**config.mk**
```make
export PLATFORM = sky130hd
export DESIGN_NAME = hilo_muldiv
export DESIGN_NICKNAME = d
export VERILOG_FILES = /design/src/rtl/hilo_muldiv_pkg.sv /design/src/rtl/hilo_muldiv_div_iter.sv /design/src/rtl/hilo_muldiv.sv
export SDC_FILE = /design/constraint.sdc
export NUM_CORES = 2
export LEC_CHECK = 0
export CORE_UTILIZATION = 65
export DETAILED_ROUTE_END_ITERATION = 6
export MAX_ROUTING_LAYER = met4
export PLACE_DENSITY_LB_ADDON = 0.08
export SLEW_MARGIN = 10
export SYNTH_ARGS = -nofsm -noshare
export SYNTH_HDL_FRONTEND = slang
export SYNTH_HIERARCHICAL = 1
export SYNTH_SLANG_ARGS = --single-unit
export TNS_END_PERCENT = 30
```
**constraint.sdc**
```tcl
create_clock -name clk -period 9.96 [get_ports clk]
set_clock_uncertainty 0.2 [all_clocks]
set_input_delay 2.988 -clock clk [delete_from_list [all_inputs] [get_ports clk]]
set_output_delay 2.988 -clock clk [all_outputs]
set_load 0.05 [all_outputs]
```
**src/rtl/hilo_muldiv_pkg.sv**
```systemverilog
// Shared types for the HI/LO multiply-divide unit: opcode encoding,
// controller state encoding and the default multiply latency.
package mdu_pkg;

    // Operation requested alongside valid_i
    typedef enum logic [2:0] {
        OP_NOP   = 3'd0,
        OP_MULT  = 3'd1,
        OP_MULTU = 3'd2,
        OP_DIV   = 3'd3,
        OP_DIVU  = 3'd4,
        OP_MTHI  = 3'd5,
        OP_MTLO  = 3'd6
    } mdu_op_t;

    // Controller states
    typedef enum logic [1:0] {
        IDLE = 2'd0,
        MUL  = 2'd1,
        DIV  = 2'd2
    } mdu_state_t;

    // Fixed number of cycles from multiply acceptance to HI/LO commit
    localparam int MDU_MUL_LAT = 3;

endpackage

```
**src/rtl/hilo_muldiv_div_iter.sv**
```systemverilog
// Iterative radix-2 restoring divider working on operand magnitudes.
// A start pulse latches the operands; WIDTH iteration cycles follow, after
// which o_done stays high (with the sign-corrected result on o_quot/o_rem)
// until the next edge, when the unit goes idle again.
module div_iter #(
    parameter int WIDTH = 32
) (
    input  logic             clk,
    input  logic             rst,
    input  logic             i_start,
    input  logic             i_abort,
    input  logic             i_signed,
    input  logic [WIDTH-1:0] i_a,
    input  logic [WIDTH-1:0] i_b,
    output logic             o_done,
    output logic [WIDTH-1:0] o_quot,
    output logic [WIDTH-1:0] o_rem
);

    localparam int CW = $clog2(WIDTH + 1);

    // Magnitude of a value that is two's complement only when s is set
    function automatic logic [WIDTH-1:0] f_mag(input logic [WIDTH-1:0] v, input logic s);
        return (s && v[WIDTH-1]) ? (~v + 1'b1) : v;
    endfunction

    // Re-apply a sign to an unsigned magnitude
    function automatic logic [WIDTH-1:0] f_apply_sign(input logic [WIDTH-1:0] v, input logic neg);
        return neg ? (~v + 1'b1) : v;
    endfunction

    logic          r_run;
    logic [CW-1:0] r_cnt;
    logic [WIDTH-1:0] r_rem;
    logic [WIDTH-1:0] r_quo;
    logic [WIDTH-1:0] r_div;
    logic [WIDTH-1:0] r_a;
    logic          r_neg_q;
    logic          r_neg_r;
    logic          r_bzero;

    logic [WIDTH:0]   w_rem_sh;
    logic [WIDTH-1:0] w_sub;
    logic             w_fits;

    // One restoring step: shift the next dividend bit into the partial
    // remainder and subtract the divisor if it fits. The subtraction is only
    // kept when it fits, so its low WIDTH bits are the exact new remainder.
    assign w_rem_sh = {r_rem, r_quo[WIDTH-1]};
    assign w_fits   = (w_rem_sh >= {1'b0, r_div});
    assign w_sub    = w_rem_sh[WIDTH-1:0] - r_div;

    // Latch operands on start, iterate WIDTH times, then hold done one cycle
    always_ff @(posedge clk or posedge rst) begin
        if (rst) begin
            r_run   <= 1'b0;
            r_cnt   <= '0;
            r_rem   <= '0;
            r_quo   <= '0;
            r_div   <= '0;
            r_a     <= '0;
            r_neg_q <= 1'b0;
            r_neg_r <= 1'b0;
            r_bzero <= 1'b0;
        end else if (i_abort) begin
            r_run <= 1'b0;
            r_cnt <= '0;
        end else if (i_start) begin
            r_run   <= 1'b1;
            r_cnt   <= '0;
            r_rem   <= '0;
            r_quo   <= f_mag(i_a, i_signed);
            r_div   <= f_mag(i_b, i_signed);
            r_a     <= i_a;
            r_neg_q <= i_signed & (i_a[WIDTH-1] ^ i_b[WIDTH-1]);
            r_neg_r <= i_signed & i_a[WIDTH-1];
            r_bzero <= (i_b == '0);
        end else if (r_run) begin
            if (r_cnt == CW'(WIDTH)) begin
                r_run <= 1'b0;
            end else begin
                r_rem <= w_fits ? w_sub : w_rem_sh[WIDTH-1:0];
                r_quo <= {r_quo[WIDTH-2:0], w_fits};
                r_cnt <= r_cnt + CW'(1);
            end
        end
    end

    // Divide by zero bypasses the iteration result: quotient all-ones,
    // remainder the original dividend. The most-negative / -1 case needs no
    // special handling: its quotient magnitude negates back onto itself.
    assign o_done = r_run && (r_cnt == CW'(WIDTH));
    assign o_quot = r_bzero ? '1  : f_apply_sign(r_quo, r_neg_q);
    assign o_rem  = r_bzero ? r_a : f_apply_sign(r_rem, r_neg_r);

endmodule

```
**src/rtl/hilo_muldiv.sv**
```systemverilog
// HI/LO multiply-divide unit. Accepts one operation at a time from IDLE,
// commits the multiply product after MUL_LAT cycles and the divide result
// after WIDTH+1 cycles, and handles MTHI/MTLO as single-cycle writes.
module hilo_muldiv
    import mdu_pkg::*;
#(
    parameter int WIDTH   = 32,
    parameter int MUL_LAT = MDU_MUL_LAT
) (
    input  logic             clk,
    input  logic             rst,
    input  logic             valid_i,
    input  mdu_op_t          op_i,
    input  logic [WIDTH-1:0] a_i,
    input  logic [WIDTH-1:0] b_i,
    input  logic             flush_i,
    output logic             busy_o,
    output logic             done_o,
    output logic [WIDTH-1:0] hi_o,
    output logic [WIDTH-1:0] lo_o
);

    localparam int CNT_W = (MUL_LAT > 1) ? $clog2(MUL_LAT) : 1;

    mdu_state_t       r_state;
    logic [CNT_W-1:0] r_cnt;
    logic [WIDTH-1:0] r_a;
    logic [WIDTH-1:0] r_b;
    logic             r_signed;
    logic             r_busy;
    logic             r_done;
    logic [WIDTH-1:0] r_hi;
    logic [WIDTH-1:0] r_lo;

    logic                      w_accept;
    logic                      w_div_start;
    logic                      w_div_signed;
    logic                      w_div_done;
    logic [WIDTH-1:0]          w_div_quot;
    logic [WIDTH-1:0]          w_div_rem;
    logic                      w_mul_last;
    logic signed [2*WIDTH-1:0] w_a_ext;
    logic signed [2*WIDTH-1:0] w_b_ext;
    logic signed [2*WIDTH-1:0] w_prod;

    assign w_accept     = (r_state == IDLE) && valid_i && !flush_i;
    assign w_div_start  = w_accept && ((op_i == OP_DIV) || (op_i == OP_DIVU));
    assign w_div_signed = (op_i == OP_DIV);
    assign w_mul_last   = (r_cnt == CNT_W'(MUL_LAT - 1));

    // Extending both operands to 2*WIDTH (sign or zero by opcode) lets one
    // multiplier serve MULT and MULTU: the low 2*WIDTH bits are exact.
    assign w_a_ext = {{WIDTH{r_signed & r_a[WIDTH-1]}}, r_a};
    assign w_b_ext = {{WIDTH{r_signed & r_b[WIDTH-1]}}, r_b};
    assign w_prod  = w_a_ext * w_b_ext;

    div_iter #(
        .WIDTH (WIDTH)
    ) u_div (
        .clk      (clk),
        .rst      (rst),
        .i_start  (w_div_start),
        .i_abort  (flush_i),
        .i_signed (w_div_signed),
        .i_a      (a_i),
        .i_b      (b_i),
        .o_done   (w_div_done),
        .o_quot   (w_div_quot),
        .o_rem    (w_div_rem)
    );

    // Controller: accept requests in IDLE, count the multiply latency, wait
    // for the divider, and commit HI/LO with a one-cycle done pulse
    always_ff @(posedge clk or posedge rst) begin
        if (rst) begin
            r_state  <= IDLE;
            r_cnt    <= '0;
            r_a      <= '0;
            r_b      <= '0;
            r_signed <= 1'b0;
            r_busy   <= 1'b0;
            r_done   <= 1'b0;
            r_hi     <= '0;
            r_lo     <= '0;
        end else begin
            r_done <= 1'b0;
            case (r_state)
                IDLE: begin
                    if (w_accept) begin
                        case (op_i)
                            OP_MULT, OP_MULTU: begin
                                r_state  <= MUL;
                                r_busy   <= 1'b1;
                                r_cnt    <= '0;
                                r_a      <= a_i;
                                r_b      <= b_i;
                                r_signed <= (op_i == OP_MULT);
                            end
                            OP_DIV, OP_DIVU: begin
                                r_state <= DIV;
                                r_busy  <= 1'b1;
                            end
                            OP_MTHI: r_hi <= a_i;
                            OP_MTLO: r_lo <= a_i;
                            default: ;
                        endcase
                    end
                end
                MUL: begin
                    if (flush_i) begin
                        r_state <= IDLE;
                        r_busy  <= 1'b0;
                    end else if (w_mul_last) begin
                        r_hi    <= w_prod[2*WIDTH-1:WIDTH];
                        r_lo    <= w_prod[WIDTH-1:0];
                        r_done  <= 1'b1;
                        r_state <= IDLE;
                        r_busy  <= 1'b0;
                    end else begin
                        r_cnt <= r_cnt + CNT_W'(1);
                    end
                end
                DIV: begin
                    if (flush_i) begin
                        r_state <= IDLE;
                        r_busy  <= 1'b0;
                    end else if (w_div_done) begin
                        r_hi    <= w_div_rem;
                        r_lo    <= w_div_quot;
                        r_done  <= 1'b1;
                        r_state <= IDLE;
                        r_busy  <= 1'b0;
                    end
                end
                default: begin
                    r_state <= IDLE;
                    r_busy  <= 1'b0;
                end
            endcase
        end
    end

    assign busy_o = r_busy;
    assign done_o = r_done;
    assign hi_o   = r_hi;
    assign lo_o   = r_lo;

endmodule

```
Yosys cells after proc, flatten, opt, wreduce, memory -nomap -nowiden
Cells that the tools add are included.
{"block": "word_totals", "wordCells": 147, "in_bits": 71, "reg_bits": 273}
{"block": "classes", "n_mux": 59, "multipliers": 1, "add_sub_neg": 7, "reduce_logical": 26, "magnitude_cmp": 1, "bitwise_logic": 10, "eq_ne": 25}
{"op": "2-to-1 mux 32 bit", "count": 25}
{"op": "one-hot mux 32 bit (3 select lines)", "count": 2}
{"op": "adder 32 x 1 -> 32 bit (second input constant)", "count": 4}
{"op": "NOT 32 bit", "count": 4}
{"op": "multiplier 33 x 33 -> 64 bit", "count": 1}
{"op": "greater-or-equal comparator 33 x 32 -> 1 bit", "count": 1}
{"op": "logical NOT 32 bit", "count": 1}
{"op": "subtractor 32 bit", "count": 1}
{"op": "2-to-1 mux 6 bit", "count": 4}
{"op": "2-to-1 mux 2 bit", "count": 9}
{"op": "2-to-1 mux 1 bit", "count": 14}
{"op": "AND reduction 7 bit", "count": 2}
{"op": "inequality test 2 bit (second input constant)", "count": 6}
{"op": "inequality test 2 x 1 -> 1 bit (second input constant)", "count": 5}
{"op": "equality test 3 bit (second input constant)", "count": 3}
{"op": "one-hot mux 2 bit (2 select lines)", "count": 2}
{"op": "AND reduction 4 bit", "count": 2}
{"op": "adder 6 x 1 -> 6 bit (second input constant)", "count": 1}
{"op": "equality test 3 x 2 -> 1 bit (second input constant)", "count": 2}
{"op": "equality test 6 bit (second input constant)", "count": 1}
{"op": "logical AND 1 bit", "count": 6}
{"op": "inequality test 3 x 2 -> 1 bit (second input constant)", "count": 2}
{"op": "one-hot mux 2 bit (3 select lines)", "count": 1}
{"op": "AND reduction 3 bit", "count": 2}
{"op": "20 further kinds", "count": 28}

Depth between registers and ports, before layout
{"block": "depth", "word_depth": 7, "mapped_depth": 31, "ltp_nobuf": 28}

Modules after synthesis
The synthesis kept the hierarchy.
{"module": "hilo_muldiv", "instances": 1, "seq_area_each_um2": 3378.2, "area_each_um2": 44071.0, "cells_each": 4755}
{"module": "div_iter", "instances": 1, "seq_area_each_um2": 3453.3, "area_each_um2": 10377.5, "cells_each": 1287}

Worst setup path after synthesis
No wires, ideal clock.
{"block": "synth_timing", "kind": "register to register", "start": "register r_a[31] (netlist name)", "end": "register r_hi[29], in the netlist hi_o[29]", "required_time_ns": 9.683, "arrival_ns": 8.028, "path_slack_ns": 1.655, "path_buffers": 2, "setup_time_ns": 0.077, "stages_incl_launch_ff": 31, "cell_sequence": "dfrtp_1 -> clkbuf_1 -> and2_1 -> clkbuf_1 -> nand2_1 -> inv_1 -> fa_1 -> inv_1 -> fa_1 -> inv_1 -> fa_1 -> fa_1 -> inv_1 -> fa_1 -> inv_1 -> fa_1 -> inv_1 -> fa_1 -> fa_1 -> inv_1 -> ha_1 -> a21o_1 -> and2_1 -> a21oi_1 -> o21ai_0 -> a21o_1 -> a21o_1 -> a221oi_1 -> xor2_1 -> or3_1 -> a21oi_1"}
{"element": "end signal, assigned", "line": "hilo_muldiv.sv:103", "rtl": "OP_MTHI: r_hi <= a_i;"}
{"element": "end signal, assigned", "line": "hilo_muldiv.sv:114", "rtl": "r_hi <= w_prod[2*WIDTH-1:WIDTH];"}
{"element": "end signal, assigned", "line": "hilo_muldiv.sv:128", "rtl": "r_hi <= w_div_rem;"}
{"element": "end, declared", "line": "hilo_muldiv.sv:32", "rtl": "logic [WIDTH-1:0] r_hi;"}

==> impl_metrics.py <==
metrics = {
    "timing": {
        "setup-violations-final": 0,
        "hold_violations": 0,
        "fin_crit_ns": 9.15,
        "finalCritPeriodShare_pct": 91.8,
        "max_freq_mhz": 109,
        "rsz0062_at_grt": "false",
        "relSlewSlack_pct": 11.9,
        "setup_tns_ns": 0,
        "tightest_slew_ns": 1.32,
        "report.final.slew_viol_count": 0,
    },
    "setup_path": {
        "reg2reg_from": "r_a[7]",
        "critPathArrivalTime_ns": 9.46,
        "r2r-end": "hi_o[29]",
        "cp.required_ns": 10.28,
        "crit_fanout": 20,
        "start_kind": "flop",
        "crit_start": "r_a[7]",
        "rrSetupSlack_ns": 0.81,
        "critPathCaptureType": "flop",
        "reg2reg_depth": 25,
        "crit_type": "flop to flop",
        "crit_path_end": "hi_o[29]",
    },
    "drt": {
        "firstDrtPassIters": 6,
        "vias": 42300,
        "first_iter_violations": 3301,
        "ant_nets": 0,
        "routed_wirelength_um": 154000,
        "wl_per_cell_um": 21.8,
        "remaining_drc_errors": 0,
        "via_per_inst": 5.98,
    },
    "cts": {
        "cts_buffer_depth": 3,
        "clockRootBuffer": "clkbuf_16",
        "htree_num_levels": 1,
        "clk_latency_ns": 0.59,
        "cts_buffers": 31,
        "path_clk_slew_ns": 0.06,
        "cts_resized": 0,
        "cts.sinks": 273,
        "postCtsSetupRepairBufs": 0,
        "cts_tree": "yes",
        "cts_hold_buffers": 0,
    },
    "synth": {
        "ys_warn_count": 6,
        "ys_seq_elements": 273,
        "yosysTopAreaCellShare_pct": 41.4,
        "synth_cell_types": 81,
        "synth_common_cells": "1194 x inv_1, 1126 x fa_1, 980 x nand2_1",
        "synth_ff_type": "dfrtp_1",
        "synth_cells": 6042,
        "yosysTopAreaCell": "fa_1",
        "syn_area_per_cell_sq_um": 9.01,
        "yosysMostFrequentCell": "inv_1",
        "synth_area_sq_um": 54400,
        "synth_edf_count": 0,
        "synthTopCellsByArea": "fa_1 41%, dfrtp_1 13%, inv_1 8.2%, nand2_1 6.8%, ha_1 5.9%",
        "async_flop_share_pct": 100,
        "ys_seq_area_share_pct": 12.5,
        "synthesis.nets": 7494,
    },
    "grt": {
        "overflow": 0,
        "antenna_found_initial": 5,
        "use_met3_pct": 6.54,
        "grt_util_all_layers_pct": 39.0,
        "grt_max_degree": 90,
        "grt.busiest_layer": "met2",
        "first_global_vias": 44100,
        "grt_util_met2_pct": 61.5,
        "grt_pass1_wl_um": 248000,
        "gr-usage-met1_pct": 50.5,
    },
    "die": {
        "core_sq_um": 82500,
        "io_pins": 137,
        "initial_core_util_pct": 66.0,
        "dieWidth_um": 291,
        "fp-row-count": 105,
        "die_y_um": 291,
        "dieArea_sq_um": 84900,
    },
    "run_status": {
        "outcome": "complete, no violations",
    },
    "worst_hold_path": {
        "min_path_type": "flop to flop",
    },
    "layout": {
        "final_nets": 7424,
        "syn_to_final_growth_pct": 6.10,
        "drive_gt1_share_pct": 5.24,
    },
    "job": {
        "cap_viol_max_count": 0,
    },
    "place": {
        "dpl.hpwl_um": 125000,
        "gp_congestion": 0.984,
        "port_buffers": 136,
    },
}
[flip-flops by register name (all words and copies together), names as in the netlist]
signal / flops
r_signed: 1
hi_o: 32
u_div/r_run: 1
u_div/r_neg_q: 1
u_div/r_cnt: 6
u_div/r_quo: 32
u_div/r_a: 32
u_div/r_neg_r: 1
r_cnt: 2
u_div/r_bzero: 1
r_b: 32
r_state: 2
u_div/r_rem: 32
busy_o: 1
done_o: 1
lo_o: 32
u_div/r_div: 32
r_a: 32
[stage by stage]
stage	util, %	worst slack (ns)	cells	hold slack [ns]	area [sq um]
6_report	70.0	0.813	7069	0.272	57800
5_1_grt	70.0	0.426	7069	0.300	57800
4_1_cts	70.0	0.922	7065	0.278	57800
3_5_place_dp	68.7	0.964	7009	0.265	56700
3_3_place_gp	68.7	1.09	7009	0.259	56700
2_1_floorplan	-	1.65	6042	0.247	54400
[critical path, cell delays in order, from the launching register on]
cell	delay [ns]
dfrtp_1	1.21
buf_4	0.38
nand2_1	0.12
fa_1	0.59
inv_1	0.05
fa_1	0.49
inv_1	0.06
fa_1	0.52
inv_1	0.06
fa_1	0.45
ha_1	0.30
ha_1	0.29
fa_1	0.50
fa_1	0.43
ha_1	0.40
a21oi_1	0.32
nand2_1	0.15
a211oi_1	0.58
nand3_1	0.35
a31oi_1	0.39
a21oi_1	0.12
buf_4	0.18
a221oi_1	0.30
xor2_1	0.10
or3_1	0.35
a21oi_1	0.14
[final cells by class]
type / instances / area [sq um]
fillers: 6615 / 24700
well taps: 1070 / 1340
clock inverters: 16 / 169
flip-flops and latches: 273 / 6830
inverters: 1195 / 4500
diodes: 4 / 10.0
repair buffers: 244 / 2180
multi-input cells: 4227 / 41900
clock buffers: 40 / 880
[how the worst min path moves through the flow]
stage / from / end / slack (ns) / cells past startpoint
after floorplan: u_div/r_a[31] / u_div/r_a[31] / 0.25 / 2
after global placement: lo_o[6] / lo_o[6] / 0.26 / 1
after detailed placement: lo_o[1] / lo_o[1] / 0.27 / 1
after CTS: lo_o[6] / lo_o[6] / 0.28 / 1
after global routing: lo_o[6] / lo_o[6] / 0.30 / 1
final: lo_o[6] / lo_o[6] / 0.27 / 1
[cell usage in the layout, fill, tap and decap left out, types with 9 or more instances in the layout]
master / instances
a211oi_1: 23
a21o_1: 42
a21oi_1: 186
a221oi_1: 45
a22o_1: 16
a31oi_1: 18
and2_1: 351
and3_1: 41
buf_4: 107
clkbuf_16: 31
clkdlybuf4s50_1: 136
clkinv_2: 9
dfrtp_1: 271
fa_1: 1126
ha_1: 252
inv_1: 1192
mux2_2: 95
mux2i_1: 16
nand2_1: 978
nand2b_1: 20
nand3_1: 33
nand3b_1: 9
nand4_1: 18
nor2_1: 189
nor2b_1: 12
nor3_1: 34
nor4_1: 15
o211ai_1: 10
o21a_1: 13
o21ai_0: 225
o21bai_1: 18
o31ai_1: 57
o41ai_1: 18
or2_2: 19
or3_1: 12
or4_1: 12
xnor2_1: 102
xor2_1: 107
[cells by family (layout without fill, tap and decap cells)]
logic type | after synthesis | in the layout | synth area share, %
and+or+nand+nor | 1763 | 1763 | 14.9
buffers and inverters | 1542 | 1495 | 10.6
adders and majority gates | 1381 | 1381 | 47.3
AOI/OAI and AO/OA | 762 | 762 | 9.02
DFF | 273 | 273 | 12.5
xor gates and xnor gates | 209 | 209 | 3.36
muxes | 112 | 112 | 2.29
other | 0 | 4 | 0
[metal layers]
layer  vias to the layer above  wire length, um
met5                         -                0
met3                       416            14000
li1                      18300                -
met1                     21600            59300
met4                         0             7600
met2                      2001            73200
Power is left out: the tool's default activity adds up to more than one toggle a clock period on the data nets, which glitch-free logic cannot reach.
